==> config.mk <==
export PLATFORM = sky130hd
export DESIGN_NAME = hex_scan_display
export DESIGN_NICKNAME = d
export VERILOG_FILES = /design/src/rtl/hex_scan_display.sv
export SDC_FILE = /design/constraint.sdc
export NUM_CORES = 1
export LEC_CHECK = 0
export BUFFER_PORTS_ARGS = -buffer_cell sky130_fd_sc_hd__buf_2
export CORE_AREA = 3 3 70 89
export DETAILED_ROUTE_END_ITERATION = 7
export DIE_AREA = 0 0 73 92
export PLACE_DENSITY = 0.87
export SLEW_MARGIN = 20
export SYNTH_ARGS = -nofsm -noshare
export SYNTH_HDL_FRONTEND = slang
export SYNTH_SLANG_ARGS = --single-unit
==> constraint.sdc <==
create_clock -name clk -period 6.4 [get_ports clk]
set_input_delay 0.96 -clock clk [delete_from_list [all_inputs] [get_ports clk]]
set_output_delay 0.96 -clock clk [all_outputs]
set_load 0.02 [all_outputs]
==> src/rtl/hex_scan_display.sv <==
// Time-multiplexed common-anode seven-segment driver with guard interval and frame-synchronous load.
// Optional leading-zero blanking is enabled by defining LEADING_ZERO_BLANK_EN.
module hex_scan_display #(
  parameter int DIGITS      = 4,
  parameter int REFRESH_DIV = 100000,
  parameter int GUARD       = 2
) (
  input  logic                  clk,
  input  logic                  rst,
  input  logic [4*DIGITS-1:0]   value,
  input  logic [DIGITS-1:0]     dp,
  input  logic                  load,
  output logic                  busy,
  output logic                  frame_start,
  output logic [7:0]            seg,
  output logic [DIGITS-1:0]     an
);

  localparam int CNT_W = (REFRESH_DIV > 1) ? $clog2(REFRESH_DIV) : 1;
  localparam int IDX_W = (DIGITS > 1) ? $clog2(DIGITS) : 1;
  localparam logic [CNT_W-1:0] CNT_LAST = CNT_W'(REFRESH_DIV - 1);
  localparam logic [IDX_W-1:0] IDX_LAST = IDX_W'(DIGITS - 1);

  function automatic logic [6:0] hex_to_seg(input logic [3:0] nib);
    case (nib)
      4'h0: hex_to_seg = 7'h40;
      4'h1: hex_to_seg = 7'h79;
      4'h2: hex_to_seg = 7'h24;
      4'h3: hex_to_seg = 7'h30;
      4'h4: hex_to_seg = 7'h19;
      4'h5: hex_to_seg = 7'h12;
      4'h6: hex_to_seg = 7'h02;
      4'h7: hex_to_seg = 7'h78;
      4'h8: hex_to_seg = 7'h00;
      4'h9: hex_to_seg = 7'h10;
      4'hA: hex_to_seg = 7'h08;
      4'hB: hex_to_seg = 7'h03;
      4'hC: hex_to_seg = 7'h46;
      4'hD: hex_to_seg = 7'h21;
      4'hE: hex_to_seg = 7'h06;
      default: hex_to_seg = 7'h0E;
    endcase
  endfunction

  logic [CNT_W-1:0]    r_cnt;
  logic [IDX_W-1:0]    r_idx;
  logic [4*DIGITS-1:0] r_pd_val;
  logic [DIGITS-1:0]   r_pd_dp;
  logic                r_pend_valid;
  logic [4*DIGITS-1:0] r_sh_val;
  logic [DIGITS-1:0]   r_sh_dp;
  logic                r_busy;
  logic                r_frame_start;
  logic [7:0]          r_seg;
  logic [DIGITS-1:0]   r_an;

  logic                w_slot_end;
  logic                w_frame_end;
  logic                w_guard;
  logic [3:0]          w_nib;
  logic                w_dp_cur;
  logic                w_blank_cur;
  logic [DIGITS-1:0]   w_blank;
  logic [DIGITS-1:0]   w_an_dig;

  assign w_slot_end  = (r_cnt == CNT_LAST);
  assign w_frame_end = w_slot_end && (r_idx == IDX_LAST);

  generate
    if (GUARD == 0) begin : g_noguard
      assign w_guard = 1'b0;
    end else begin : g_guard
      assign w_guard = (r_cnt < CNT_W'(GUARD));
    end
  endgenerate

`ifdef LEADING_ZERO_BLANK_EN
  // A digit is blank only while every digit above it (and itself) is a zero without dp.
  function automatic logic [DIGITS-1:0] lead_blank(input logic [4*DIGITS-1:0] v,
                                                   input logic [DIGITS-1:0]   d);
    logic run;
    run        = 1'b1;
    lead_blank = '0;
    for (int i = DIGITS - 1; i >= 1; i--) begin
      run           = run && (v[4*i +: 4] == 4'h0) && !d[i];
      lead_blank[i] = run;
    end
  endfunction

  assign w_blank = lead_blank(r_sh_val, r_sh_dp);
`else
  assign w_blank = '0;
`endif

  always_comb begin
    w_nib       = 4'h0;
    w_dp_cur    = 1'b0;
    w_blank_cur = 1'b0;
    w_an_dig    = '1;
    for (int i = 0; i < DIGITS; i++) begin
      if (r_idx == IDX_W'(i)) begin
        w_nib       = r_sh_val[4*i +: 4];
        w_dp_cur    = r_sh_dp[i];
        w_blank_cur = w_blank[i];
        w_an_dig[i] = 1'b0;
      end
    end
  end

  always_ff @(posedge clk) begin
    if (rst) begin
      r_cnt         <= '0;
      r_idx         <= '0;
      r_pd_val      <= '0;
      r_pd_dp       <= '0;
      r_pend_valid  <= 1'b0;
      r_sh_val      <= '0;
      r_sh_dp       <= '0;
      r_busy        <= 1'b0;
      r_frame_start <= 1'b0;
      r_seg         <= 8'hFF;
      r_an          <= '1;
    end else begin
      r_cnt <= w_slot_end ? '0 : r_cnt + CNT_W'(1);
      if (w_slot_end) begin
        r_idx <= (r_idx == IDX_LAST) ? '0 : r_idx + IDX_W'(1);
      end
      // Transfer sees pre-edge pending; a same-edge load lands in pending afterwards.
      if (w_frame_end && r_pend_valid) begin
        r_sh_val     <= r_pd_val;
        r_sh_dp      <= r_pd_dp;
        r_pend_valid <= 1'b0;
      end
      if (load) begin
        r_pd_val     <= value;
        r_pd_dp      <= dp;
        r_pend_valid <= 1'b1;
      end
      r_busy        <= r_pend_valid;
      r_frame_start <= (r_cnt == '0) && (r_idx == '0);
      r_an          <= w_guard ? '1 : w_an_dig;
      r_seg         <= w_blank_cur ? 8'hFF : {~w_dp_cur, hex_to_seg(w_nib)};
    end
  end

  assign busy        = r_busy;
  assign frame_start = r_frame_start;
  assign seg         = r_seg;
  assign an          = r_an;

endmodule

==> results.toml <==
[run_status]
status = "completed"

[synthesis]
ys_seq_area_share_pct = 45.4
synth_fp_nets = 397
synth_area_um2 = 3260
synth_largest_area_cell = "dfxtp_1"
async_flop_share_pct = 0
syn-mean-instance-area_um2 = 9.01
ys_seq_elements = 74
synth_top_area_share_pct = 45.4
ys_warn_count = 0
postSynthCellCount = 362
ys_top_cells_by_area = "dfxtp_1, mux2i_1, ha_1"
synth_edf_count = 0
post-synth-top-count-cell = "dfxtp_1"
synth_ff_type = "dfxtp_1"
netlist-cell-type-count = 47
synth_commonest_cells = "dfxtp_1, nor2_1, o21ai_0"

[timing]
tightest_slew_ns = 1.03
final_hold_viol_count = 0
period_needed_ns = 2.95
max-slew-margin-rel_pct = 31.2
setup_tns_ns = 0
setup_viol = 0
rsz0062_at_grt = "no"
finalCritPeriodShare_pct = 46.1
max_freq_mhz = 339
fin_skew_ns = 0.00731
finalMaxSlewViolations = 0

[cts]
clk_path_buf_depth = 2
clk_pin_slew_ns = 0.07
cts_sinks = 74
cts-root-buf = "clkbuf_8"
htree_num_levels = 3
post_cts_buffers = 0
cts_tree = "yes"
cts-resized-gates = 0
cts_buffers = 9
clkLatencyLatePin_ns = 0.35
cts-hold-fix-buffers = 0

[die]
boundaryPins = 37
initial_core_util_pct = 59.9
die_area_um2 = 6720
core-area_um2 = 5440
num_rows = 30
fp.dieW_um = 73
die_y_um = 92

[worst_hold_path]
hp-class = "flip-flop to flip-flop"
min_path_cells = 1
min_from = "r_cnt[0]"

[worst_setup_path]
cp-endpoint = "seg[5]"
startpoint = "r_idx[0]"
crit_type = "flip-flop to flip-flop"
worstSetupStartpointType = "flip-flop"
crit_fanout = 18
cp-end-kind = "flip-flop"
reg2regPathDepth = 9
rr_startpoint = "r_idx[0]"
cp_data_arrival_time_ns = 3.24
worstPathRequired_ns = 6.69
rrSetupSlack_ns = 3.45
reg2reg_to = "seg[5]"

[routing]
ant_nets = 0
wire_per_inst_um = 15.4
initialDrtViolationCount = 176
num_vias = 2678
routed_wl_mm = 6.99
drc = 0
viasPerCell = 5.90
firstDrtPassIters = 6

[place]
io_buffers = 36
place_congestion = 0.886
dp.cells = 438
place_hpwl_mm = 4.67

[global_route]
antenna_found_initial = 0
grt-ovfl-total = 0
grt_pass1_vias = 2532
grt_usage_pct = 21.9
grt_pass1_wl_mm = 11.5
grt_max_degree = 61

[cells_and_area]
drive_above_1_share_pct = 15.9
final_cells = 454
nets = 420
fill_cells = 438
antenna_cells = 0
area_delta_synth_final_pct = 11.3

[flow_run]
cap_violations = 0

[power_and_ir_drop]
ir_worst_vdd_v = 0.000146
power_density_nw_per_um2 = 246
power_leakage_nw = 1.39
## where the power goes
| group | total [mW] | switching (mW) | internal [mW] |
|---|---|---|---|
| clock | 0.365 | 0.163 | 0.201 |
| sequential | 0.481 | 0.00759 | 0.473 |
| combinational | 0.0466 | 0.0262 | 0.0204 |
## through the flow
step / power (mW) / instance area [um2] / setup WS [ns] / util, % / hold WS, ns
floorplan: 0.522 / 3260 / 3.88 / - / 0.430
global placement: 0.536 / 3430 / 3.84 / 63.1 / 0.443
detailed placement: 0.539 / 3430 / 3.62 / 63.1 / 0.453
CTS: 0.898 / 3630 / 3.47 / 66.7 / 0.470
global route: 0.922 / 3630 / 3.16 / 66.7 / 0.490
finish: 0.892 / 3630 / 3.45 / 66.7 / 0.470
## state kept, by name, summed over array words and instances, names as in the netlist, 2 cells and up
register and count:
r_cnt 17, r_pd_val 16, r_sh_val 16, seg 8, an 4, r_pd_dp 4, r_sh_dp 4, r_idx 2
## worst min-delay path by stage
stage,to,slack (ns)
2_1_floorplan,r_cnt[0],0.43
3_3_place_gp,r_cnt[0],0.44
3_5_place_dp,r_cnt[0],0.45
4_1_cts,r_cnt[0],0.47
5_1_grt,r_sh_val[11],0.49
6_report,r_cnt[0],0.47
## logic make-up (layout without fill, tap and decap cells)
logic type | Yosys count | after routing | synth area share [%]
and+or+nand+nor | 125 | 125 | 19.9
xor gates and xnor gates | 14 | 14 | 3.76
DFF | 74 | 74 | 45.4
AOI/OAI and AO/OA | 79 | 79 | 15.0
buffers and inverters | 36 | 64 | 4.45
adders and majority gates | 12 | 12 | 4.60
muxes | 22 | 22 | 6.83
## critical path, stage by stage (launching register included)
cell and delay, ns:
dfxtp_1 0.39, ha_1 0.50, a211oi_1 0.10, a211o_1 0.41, inv_1 0.16, ha_1 0.21
inv_1 0.06, a2111oi_0 0.69, o21bai_1 0.22, a221o_1 0.16
## placed cells by master, fill, tap and decap left out, types with 4 or more instances in the layout
cell	netlist	final
a21oi_1	25	25
xor2_1	4	4
xnor2_1	10	10
clkbuf_8	0	11
dfxtp_1	74	74
nand2_1	12	12
nor2b_1	5	5
ha_1	12	12
nor4_1	8	7
mux2i_1	20	20
nand3_1	25	25
a2111oi_0	4	4
nand4_1	5	5
inv_1	11	11
buf_2	7	36
a211oi_1	4	4
a211o_1	4	4
o21ai_0	27	27
nor3_1	6	6
nor2_1	40	40
or4_1	6	6
## routing by layer
metal	wire, um	GRT usage, %
met4	154	13.7
met3	253	4.93
met1	2950	24.1
met2	3630	37.0
met5	0	0
## cell type report
type / instances / area, um2 / area share, %
Multi-Input combinational cell: 252 / 1640 / 45.2
Sequential cell: 74 / 1480 / 40.8
Clock inverter: 2 / 35.0 / 0.965
Clock buffer: 14 / 163 / 4.48
Timing Repair Buffer: 37 / 188 / 5.17
Tap cell: 64 / 80.1 / 2.21
Inverter: 11 / 41.3 / 1.14
Note: power is estimated with default switching activity, not from simulation.
